$ cat config.mk
export PLATFORM = sky130hd
export DESIGN_NAME = dcache_share_arb
export DESIGN_NICKNAME = d
export VERILOG_FILES = /design/src/rtl/dcache_share_arb_pkg.sv /design/src/rtl/dcache_share_pf_throttle.sv /design/src/rtl/dcache_share_arb.sv
export SDC_FILE = /design/constraint.sdc
export NUM_CORES = 1
export LEC_CHECK = 0
export BUFFER_PORTS_ARGS = -buffer_cell sky130_fd_sc_hd__clkbuf_2
export CAP_MARGIN = 20
export CORE_AREA = 2 2 533 535
export DETAILED_ROUTE_END_ITERATION = 8
export DIE_AREA = 0 0 535 537
export PLACE_DENSITY = 0.3
export SLEW_MARGIN = 20
export SYNTH_ARGS = -nofsm -noshare
export SYNTH_HDL_FRONTEND = slang
export SYNTH_SLANG_ARGS = --single-unit
export TNS_END_PERCENT = 5
$ cat constraint.sdc
create_clock -name clk -period 3.9 [get_ports clk]
set_input_delay 0.78 -clock clk [delete_from_list [all_inputs] [get_ports clk]]
set_output_delay 0.78 -clock clk [all_outputs]
set_load 0.01 [all_outputs]
$ cat src/rtl/dcache_share_arb_pkg.sv
// Shared definitions for the demand/prefetch dcache port arbiter.
//   SRC_DEM / SRC_PF : source id carried in the dcache tag LSB
//   SRC_BIT_POS      : bit position of the source id inside the dcache tag
//   popcount()       : number of set bits in a lane mask (masks up to 32 lanes)
package dcache_share_arb_pkg;

  localparam logic        SRC_DEM      = 1'b0;
  localparam logic        SRC_PF       = 1'b1;
  localparam int unsigned SRC_BIT_POS  = 0;
  localparam int unsigned POPCNT_MAX_W = 32;

  function automatic int unsigned popcount(input logic [POPCNT_MAX_W-1:0] v);
    int unsigned n;
    n = 0;
    for (int unsigned i = 0; i < POPCNT_MAX_W; i++) begin
      n = n + 32'(v[i]);
    end
    return n;
  endfunction

endpackage

$ cat src/rtl/dcache_share_pf_throttle.sv
// Prefetch throttle: anti-starvation wait counter and outstanding-read counter.
//   pf_any_valid : prefetcher presents at least one lane
//   pf_sel       : prefetcher owns the dcache port this cycle
//   pf_rd_fires  : prefetch read lanes accepted by the dcache this cycle
//   pf_rsp_lanes : prefetch response lanes consumed this cycle
//   pf_ok        : room for another full prefetch transaction
//   pf_force     : prefetch has waited the maximum and must win arbitration
//   pf_pending   : outstanding prefetch read lanes
module dcache_share_pf_throttle #(
  parameter  int unsigned NUM_LANES      = 4,
  parameter  int unsigned PF_MAX_WAIT    = 16,
  parameter  int unsigned PF_MAX_PENDING = 8,
  localparam int unsigned CNT_W          = $clog2(NUM_LANES + 1),
  localparam int unsigned PEND_W         = $clog2(PF_MAX_PENDING + 1)
) (
  input  logic              clk,
  input  logic              reset,
  input  logic              pf_any_valid,
  input  logic              pf_sel,
  input  logic [CNT_W-1:0]  pf_rd_fires,
  input  logic [CNT_W-1:0]  pf_rsp_lanes,
  output logic              pf_ok,
  output logic              pf_force,
  output logic [PEND_W-1:0] pf_pending
);

  localparam int unsigned WAIT_W = $clog2(PF_MAX_WAIT + 1);

  logic [WAIT_W-1:0] pf_wait_q, pf_wait_d;
  logic [PEND_W-1:0] pf_pending_q, pf_pending_d;
  logic [31:0]       pend_sum;

  assign pf_ok      = (32'(pf_pending_q) + NUM_LANES) <= PF_MAX_PENDING;
  assign pf_force   = pf_wait_q == WAIT_W'(PF_MAX_WAIT);
  assign pf_pending = pf_pending_q;

  // Wait counter clears on grant, freezes while throttled, else saturates upward.
  always_comb begin
    pf_wait_d = pf_wait_q;
    if (pf_sel) begin
      pf_wait_d = '0;
    end else if (pf_any_valid && pf_ok && !pf_force) begin
      pf_wait_d = pf_wait_q + WAIT_W'(1);
    end
  end

  // Issue and retire in the same cycle apply as a net change.
  always_comb begin
    pend_sum     = 32'(pf_pending_q) + 32'(pf_rd_fires);
    pf_pending_d = PEND_W'(pend_sum - 32'(pf_rsp_lanes));
  end

  always_ff @(posedge clk or negedge reset) begin
    if (!reset) begin
      pf_wait_q    <= '0;
      pf_pending_q <= '0;
    end else begin
      pf_wait_q    <= pf_wait_d;
      pf_pending_q <= pf_pending_d;
    end
  end

  // More prefetch responses than outstanding reads means a tag was corrupted.
  always_ff @(posedge clk) begin
    if (reset) begin
      assert (pend_sum >= 32'(pf_rsp_lanes));
    end
  end

endmodule

$ cat src/rtl/dcache_share_arb.sv
// Shares one per-lane dcache port between LSU demand (src 0) and the
// hardware prefetcher (src 1). Whole multi-lane transactions are granted;
// demand wins unless prefetch has starved, and prefetch is throttled by its
// outstanding read count. The source id rides in the dcache tag LSB and
// steers responses back, stripped.
//   dem_req_* / pf_req_* : requester request ports (valid/ready per lane)
//   dc_req_*             : dcache request port, tag = {tag, src}
//   dc_rsp_*             : dcache response port
//   dem_rsp_* / pf_rsp_* : routed responses, src bit removed
//   pf_pending           : outstanding prefetch read lanes (debug)
module dcache_share_arb
  import dcache_share_arb_pkg::*;
#(
  parameter  int unsigned NUM_LANES      = 4,
  parameter  int unsigned ADDR_WIDTH     = 30,
  parameter  int unsigned DATA_WIDTH     = 32,
  parameter  int unsigned TAG_IN_WIDTH   = 8,
  parameter  int unsigned PF_MAX_WAIT    = 16,
  parameter  int unsigned PF_MAX_PENDING = 8,
  localparam int unsigned OTW            = TAG_IN_WIDTH + 1,
  localparam int unsigned PEND_W         = $clog2(PF_MAX_PENDING + 1)
) (
  input  logic                             clk,
  input  logic                             reset,
  input  logic [NUM_LANES-1:0]             dem_req_valid,
  input  logic [NUM_LANES-1:0]             dem_req_rw,
  input  logic [NUM_LANES*ADDR_WIDTH-1:0]  dem_req_addr,
  input  logic [NUM_LANES*4-1:0]           dem_req_byteen,
  input  logic [NUM_LANES*DATA_WIDTH-1:0]  dem_req_data,
  input  logic [NUM_LANES*TAG_IN_WIDTH-1:0] dem_req_tag,
  output logic [NUM_LANES-1:0]             dem_req_ready,
  input  logic [NUM_LANES-1:0]             pf_req_valid,
  input  logic [NUM_LANES-1:0]             pf_req_rw,
  input  logic [NUM_LANES*ADDR_WIDTH-1:0]  pf_req_addr,
  input  logic [NUM_LANES*4-1:0]           pf_req_byteen,
  input  logic [NUM_LANES*DATA_WIDTH-1:0]  pf_req_data,
  input  logic [NUM_LANES*TAG_IN_WIDTH-1:0] pf_req_tag,
  output logic [NUM_LANES-1:0]             pf_req_ready,
  output logic [NUM_LANES-1:0]             dc_req_valid,
  output logic [NUM_LANES-1:0]             dc_req_rw,
  output logic [NUM_LANES*ADDR_WIDTH-1:0]  dc_req_addr,
  output logic [NUM_LANES*4-1:0]           dc_req_byteen,
  output logic [NUM_LANES*DATA_WIDTH-1:0]  dc_req_data,
  output logic [NUM_LANES*OTW-1:0]         dc_req_tag,
  input  logic [NUM_LANES-1:0]             dc_req_ready,
  input  logic                             dc_rsp_valid,
  input  logic [NUM_LANES-1:0]             dc_rsp_tmask,
  input  logic [NUM_LANES*DATA_WIDTH-1:0]  dc_rsp_data,
  input  logic [OTW-1:0]                   dc_rsp_tag,
  output logic                             dc_rsp_ready,
  output logic                             dem_rsp_valid,
  output logic [NUM_LANES-1:0]             dem_rsp_tmask,
  output logic [NUM_LANES*DATA_WIDTH-1:0]  dem_rsp_data,
  output logic [TAG_IN_WIDTH-1:0]          dem_rsp_tag,
  input  logic                             dem_rsp_ready,
  output logic                             pf_rsp_valid,
  output logic [NUM_LANES-1:0]             pf_rsp_tmask,
  output logic [NUM_LANES*DATA_WIDTH-1:0]  pf_rsp_data,
  output logic [TAG_IN_WIDTH-1:0]          pf_rsp_tag,
  input  logic                             pf_rsp_ready,
  output logic [PEND_W-1:0]                pf_pending
);

  localparam int unsigned CNT_W = $clog2(NUM_LANES + 1);

  logic locked_q, locked_d;
  logic gnt_q, gnt_d;

  logic                              sel, sel_active, arb_pf, dem_any, pf_any;
  logic [NUM_LANES-1:0]              sel_valid, fires;
  logic [NUM_LANES*TAG_IN_WIDTH-1:0] sel_tag;
  logic                              pf_ok, pf_force, stall;
  logic [CNT_W-1:0]                  pf_rd_fires, pf_rsp_lanes;
  logic                              rsp_src;

  // Grant selection: unlocked arbitration is zero-latency, locked reuses gnt.
  always_comb begin
    dem_any = |dem_req_valid;
    pf_any  = |pf_req_valid;
    arb_pf  = pf_any && pf_ok && (pf_force || !dem_any);
    if (locked_q) begin
      sel        = gnt_q;
      sel_active = 1'b1;
    end else begin
      sel        = arb_pf ? SRC_PF : SRC_DEM;
      sel_active = arb_pf || dem_any;
    end
    // Reset must silence the request side immediately, not at the next edge.
    sel_active = sel_active && reset;
  end

  // Request mux and per-lane handshake.
  always_comb begin
    sel_valid     = '0;
    dc_req_rw     = dem_req_rw;
    dc_req_addr   = dem_req_addr;
    dc_req_byteen = dem_req_byteen;
    dc_req_data   = dem_req_data;
    sel_tag       = dem_req_tag;
    dc_req_tag    = '0;
    dem_req_ready = '0;
    pf_req_ready  = '0;
    if (sel == SRC_PF) begin
      dc_req_rw     = pf_req_rw;
      dc_req_addr   = pf_req_addr;
      dc_req_byteen = pf_req_byteen;
      dc_req_data   = pf_req_data;
      sel_tag       = pf_req_tag;
    end
    if (sel_active) begin
      sel_valid = (sel == SRC_PF) ? pf_req_valid : dem_req_valid;
      if (sel == SRC_PF) pf_req_ready  = dc_req_ready;
      else               dem_req_ready = dc_req_ready;
    end
    for (int unsigned i = 0; i < NUM_LANES; i++) begin
      dc_req_tag[i*OTW +: OTW] = {sel_tag[i*TAG_IN_WIDTH +: TAG_IN_WIDTH], sel};
    end
    dc_req_valid = sel_valid;
  end

  // Lock while any selected lane is still waiting on the dcache.
  always_comb begin
    fires       = sel_valid & dc_req_ready;
    stall       = |(sel_valid & ~dc_req_ready);
    locked_d    = stall;
    gnt_d       = stall ? sel : gnt_q;
    pf_rd_fires = '0;
    if (sel == SRC_PF) begin
      pf_rd_fires = CNT_W'(popcount(32'(fires & ~pf_req_rw)));
    end
  end

  always_ff @(posedge clk or negedge reset) begin
    if (!reset) begin
      locked_q <= 1'b0;
      gnt_q    <= SRC_DEM;
    end else begin
      locked_q <= locked_d;
      gnt_q    <= gnt_d;
    end
  end

  // Response routing by the src bit; payload broadcast, valid steered.
  always_comb begin
    rsp_src       = dc_rsp_tag[SRC_BIT_POS];
    dc_rsp_ready  = (rsp_src == SRC_PF) ? pf_rsp_ready : dem_rsp_ready;
    dem_rsp_valid = dc_rsp_valid && (rsp_src == SRC_DEM);
    pf_rsp_valid  = dc_rsp_valid && (rsp_src == SRC_PF);
    dem_rsp_tmask = dc_rsp_tmask;
    pf_rsp_tmask  = dc_rsp_tmask;
    dem_rsp_data  = dc_rsp_data;
    pf_rsp_data   = dc_rsp_data;
    dem_rsp_tag   = dc_rsp_tag[TAG_IN_WIDTH:1];
    pf_rsp_tag    = dc_rsp_tag[TAG_IN_WIDTH:1];
    pf_rsp_lanes  = '0;
    if (pf_rsp_valid && pf_rsp_ready) begin
      pf_rsp_lanes = CNT_W'(popcount(32'(dc_rsp_tmask)));
    end
  end

  dcache_share_pf_throttle #(
    .NUM_LANES      (NUM_LANES),
    .PF_MAX_WAIT    (PF_MAX_WAIT),
    .PF_MAX_PENDING (PF_MAX_PENDING)
  ) u_throttle (
    .clk          (clk),
    .reset        (reset),
    .pf_any_valid (pf_any),
    .pf_sel       (sel_active && (sel == SRC_PF)),
    .pf_rd_fires  (pf_rd_fires),
    .pf_rsp_lanes (pf_rsp_lanes),
    .pf_ok        (pf_ok),
    .pf_force     (pf_force),
    .pf_pending   (pf_pending)
  );

endmodule

After elaboration in Yosys (flattened, before gate mapping)
Index checks and enable logic that the tools add are counted.

cells by class
  $add $sub $neg = 38
  magnitude comparators = 1
  equality and inequality tests = 1
  multiplexer cells = 19
  bitwise gates (word level) = 6
  reduce and logical (&&, ||, !) cells = 16

operators with widths
  cell                   number
  $mux W128              1
  $mux W120              1
  $add A3 B1 Y3          30
  $and A4 B32 Y32        1
  $le A32 B4 Y1 const B  1
  $mux W32               1
  $not A4 Y32            1
  $mux W4                7
  $mux W16               1
  $reduce_or A4 Y1       3
  $mux W5                2
  $and A4 B4 Y4          2
  $logic_and A1 B1 Y1    8
  $add A2 B1 Y3          2
  $mux W3                2
  $add A4 B3 Y5 const B  1
  $add A5 B1 Y5 const B  1
  $eq A5 B5 Y1 const B   1
  $add A1 B1 Y2          2
  $add A4 B3 Y4          1
  $mux W1                4
  $not A4 Y4             1
  $sub A4 B3 Y4          1
  $logic_not A1 Y1       2
  3 further kinds        4

storage, ports and cells
  register bits = 11
  input port bits = 758
  output and inout port bits = 603

Depth between registers and ports, before layout
  depth in word-level cells = 44
  depth in mapped cells = 19

Cells and area by module
A second synthesis with hierarchy kept.

second synthesis, totals
  cell total of the unflattened synthesis = 744
  area, all modules = 6919.1 um^2

modules (own cells, without submodules)
  module                    instances  cells each  area an instance (um^2)  sequential area each (um^2)
  dcache_share_arb          1          689         6323.6                   50.0
  dcache_share_pf_throttle  1          55          595.6                    225.2

Least setup slack after synthesis
No wires, ideal clock.

  path kind = input to register
  start point = input port pf_req_valid[0]
  end point = register u_throttle.pf_pending_q[3] (netlist: u_throttle.pf_pending[3])
  library setup time = 124 ps
  data arrival time = 4468 ps
  data required time = 3776 ps
  path slack = -693 ps
  stages on the path = 17
  buffers on the path = 3
  cells stage by stage = nor4_4 > or3_4 > o21a_1 > buf_6 > buf_6 > buf_6 > mux2_4 > fa_1 > inv_1 > ha_1 > ha_1 > and2_1 > fa_1 > ha_1 > a21o_1 > a21oi_1 > xnor2_1

on the way
  longest elaborated chain between the ends = 43

RTL lines
  item                                            line                                             text
  from (decl)                                     dcache_share_arb.sv:32                           input logic [NUM_LANES-1:0] pf_req_valid,
  $reduce_or A4 Y1                                dcache_share_arb.sv:79                           pf_any = |pf_req_valid;
  $logic_and A1 B1 Y1 (2 in series)               dcache_share_arb.sv:80                           arb_pf = pf_any && pf_ok && (pf_force || !dem_any);
  $mux W1 or $logic_or A1 B1 Y1 (tied branches)   dcache_share_arb.sv:85, dcache_share_arb.sv:86
  $mux W1                                         dcache_share_arb.sv:81                           if (locked_q) begin
  $mux W4 or $logic_and A1 B1 Y1 (tied branches)  dcache_share_arb.sv:111, dcache_share_arb.sv:89
  $mux W4                                         dcache_share_arb.sv:110                          if (sel_active) begin
  $and A4 B4 Y4                                   dcache_share_arb.sv:123                          fires = sel_valid & dc_req_ready;
  $and A4 B32 Y32                                 dcache_share_arb.sv:129                          pf_rd_fires = CNT_W'(popcount(32'(fires & ~pf_req_rw)));
  $add A1 B1 Y2                                   dcache_share_arb_pkg.sv:16                       n = n + 32'(v[i]);
  $add A2 B1 Y3                                   dcache_share_arb_pkg.sv:16
  $add A3 B1 Y3 (29 in series)                    dcache_share_arb_pkg.sv:16
  $mux W3 (*)                                     dcache_share_arb.sv:128                          if (sel == SRC_PF) begin
  $add A4 B3 Y4 (*)                               dcache_share_pf_throttle.sv:49                   pend_sum = 32'(pf_pending_q) + 32'(pf_rd_fires);
  $sub A4 B3 Y4 (*)                               dcache_share_pf_throttle.sv:50                   pf_pending_d = PEND_W'(pend_sum - 32'(pf_rsp_lanes));
  named net u_throttle.pf_pending_d[3]            dcache_share_pf_throttle.sv:30                   logic [PEND_W-1:0] pf_pending_q, pf_pending_d;
  to (signal assigned)                            dcache_share_pf_throttle.sv:59                   pf_pending_q <= pf_pending_d;
  to (decl)                                       dcache_share_pf_throttle.sv:30

The timed path passes the listed nets; every way through them passes the cells marked *.
A chain may end at the register's enable or synchronous reset.

Worst setup path in the final report
  start point = input port pf_req_valid[2]
  end point = register u_throttle.pf_pending_q[1] (netlist: u_throttle.pf_pending[1])

The elaborated chain is that of the path after synthesis.

==> results.yml <==
routing:
  ant_nets: 0
  top_layer_used: "met5"
  drt-met1-wl_um: 75510
  wl_per_cell_um: 34.42
  detailroute.via_count: 9434
  via_per_inst: 1.814
  first_iter_violations: 357
  finalWirelength_um: 179000
  met2_wirelength_um: 68320
  drtPass1Iterations: 5
  wl_met3_um: 31780
  drc: 0
timing:
  finalWorstSetupSlack_ps: -128.4
  finalHoldViolations: 0
  worst_pin_slew_ps: 703.9
  fin_crit_ps: 4028
  fin_skew_ps: 1.768
  hold_slack_ps: 562.4
  slew_headroom: 0.5264
  max_freq_mhz: 248.2
  setup_viol_count_final: 7
  maxSlewViolCount: 0
  layout_worst_path_cycle_share: 1.033
  rsz0062_at_grt: "true"
logic_synthesis:
  synth-simple-area-share: 0.04622
  synth_top_area_frac: 0.4959
  avgSynthCellArea_um2: 10.77
  synth_top_cells_by_count: "buf_4 (284), mux2_4 (270), mux2_2 (34)"
  yosys_most_used_dff: "dfrtp_1"
  synth_enable_flop_cells: 0
  synth.distinct_cells: 41
  synth_xor_area_frac: 0.006428
  yosysWarnings: 0
  synthAdderAreaFrac: 0.02755
  yosys.cell_count.top_type: "buf_4"
  synth_compound_area_frac: 0.01224
  ys_ff_latch: 11
  ys_seq_area_frac: 0.03367
  synth_area_leaders: "mux2_4 (50%), buf_4 (26%), mux2_2 (4.7%)"
  netlist_instances: 759
  postSynth.asyncResetShare: 1.000
  synth_top_family_by_area: "multiplexers"
  synth_mux_area_frac: 0.5513
  syn-cell-area_um2: 8175
  syn-num-nets: 1532
  synth_top_area_cell: "mux2_4"
floorplanning:
  die_y_um: 537
  io_pins: 1361
  initial_core_util: 0.02906
  rows: 195
  fp.dieArea_um2: 287300
  core_area_um2: 281300
  die_w_um: 535
worst_setup_path:
  cp.required_ps: 4040
  worstSetupStartpointType: "input pin"
  endpoint_kind: "register"
  crit_fanout: 4
  crit_path_top_delay_cell: "fa_2"
  worstPathCellList: "buf_8 -> nor4_4 -> or3_4 -> o21a_4 -> mux2_4 -> fa_1 -> inv_1 -> ha_2 -> ha_4 -> and2_4 -> fa_1 -> inv_2 -> fa_2 -> inv_2"
  crit_type: "in2reg"
  critical-path-max-stage-delay_ps: 570
  worstPathArrival_ps: 4170
global_route:
  antenna_found_initial: 119
  grt_pass1_vias: 9647
  grt_overflow: 0
  grt_pass1_wl_um: 197600
  grtUsageTotal: 0.1183
  grt_max_degree: 76
finish:
  areaGrowthSynthToFinish_pct: 110.3
  drive_gt1_frac: 0.9185
  nFillCells: 33290
  nNetsFinal: 2210
  fin_util: 0.06111
  finalInstanceArea_um2: 17190
flow_run:
  cap_viol_max_count: 0
clocking:
  cts_buffers: 3
  clk_latency_ps: 240
  cts.sinks: 11
  cts_max_level: 1
  clock-root-buffer: "clkbuf_16"
  cts_tree: "done"
  clk_pin_slew_worst_paths_ps: 40
  cts_max_path_buffers: 2
power:
  power.density_nw_per_um2: 260.0
  power_mw: 4.470
  p_leak_nw: 8.125
  vdd_drop_max_v: 0.0001242
run_status:
  status: "complete, but fails checks"
  violations: "negative setup slack"
worst_hold_path:
  min_path_type: "reg2reg"
placed_design:
  dp_slack_ps: -579.1
  portBuffers: 952
  dpl_cell_area_um2: 16090
  hpwlAfterDp_um: 171600
  gp_congestion: 0.8467
-- final cells by class --
class / instances / area [um2] / area share
flip-flops and latches: 11 / 275.3 / 0.01601
well taps: 3743 / 4683 / 0.2724
multi-input cells: 407 / 5365 / 0.3121
clock buffers: 4 / 78.83 / 0.004585
inverters: 17 / 63.81 / 0.003712
repair buffers: 997 / 6673 / 0.3881
diodes: 21 / 52.55 / 0.003057
-- through the flow --
| step | TNS (ps) | std cells |
|---|---|---|
| detailed placement | -16550 | 5172 |
| global route | -3871 | 5187 |
| global placement | -13880 | 5172 |
| finish | -362.6 | 5200 |
| CTS | -3258 | 5178 |
| floorplan | -1547 | 759 |
-- logic make-up (layout without fill, tap and decap cells) --
group / Yosys count / in the layout
flops: 11 / 11
simple gates: 60 / 60
compound gates: 15 / 15
buf+inv: 341 / 1018
mux: 311 / 311
other cells: 0 / 21
fa+ha+maj: 15 / 15
xor+xnor: 6 / 6
-- routing by layer --
layer,vias up,global-route usage
li1,3712,-
met1,4180,0.1451
met2,1243,0.1625
met3,239,0.09396
met4,60,0.01376
met5,-,0.004934
-- registers in the layout, indices dropped and copies added (netlist names) --
register and flops:
gnt_q 1, u_throttle.pf_pending 4, u_throttle.pf_wait_q 5, locked_q 1
-- cell usage in the layout (no fill, tap or decap), types with 8 or more instances in the layout --
cell	synthesis	final
buf_12	1	45
inv_1	16	14
ha_1	10	8
clkbuf_4	0	10
mux2_2	34	24
dfrtp_1	11	11
buf_8	11	22
clkbuf_8	0	55
buf_4	284	38
nor2b_1	9	9
mux2_4	270	280
diode_2	0	21
nand3_1	9	9
and3_1	9	9
clkbuf_2	0	815
nand4_1	8	8
-- where the power goes --
group          internal, mW  switching [mW]
combinational          1.77            2.31
clock                 0.137          0.0505
sequential            0.169          0.0376
-- path summary, 6_finish.rpt --
path,from,slack (ps),to,depth (start not counted)
hold / removal,gnt_q$_DFFE_PN0P_,560,gnt_q$_DFFE_PN0P_,1
setup / recovery,pf_req_valid[2],-130,u_throttle.pf_pending[1]$_DFF_PN0_,14
setup reg to reg,u_throttle.pf_pending[0]$_DFF_PN0_,-20,u_throttle.pf_pending[1]$_DFF_PN0_,13
max in group asynchronous,reset,3080,u_throttle.pf_wait_q[3]$_DFFE_PN0P_,2
hold reg to reg,gnt_q$_DFFE_PN0P_,560,gnt_q$_DFFE_PN0P_,1
min in group asynchronous,reset,650,locked_q$_DFF_PN0_,2
-- worst max-delay path: cells and delay by family --
family,cells,cell delay [ps]
AO/OA/AOI/OAI,1,150
multiplexers,1,310
adder cells (fa/ha/maj),5,2040
buffers and inverters,4,230
AND/OR/NAND/NOR,3,660
-- repair_timing --
item                                    4_1_cts  5_1_grt
cloned                                        1        1
pin swaps                                    12       10
gates resized for setup                     190       38
buffers inserted                              1        0
hold buffers                                  0        0
endpoints found under the setup margin      188      165
No activity file was read; power rests on OpenSTA's default activity.
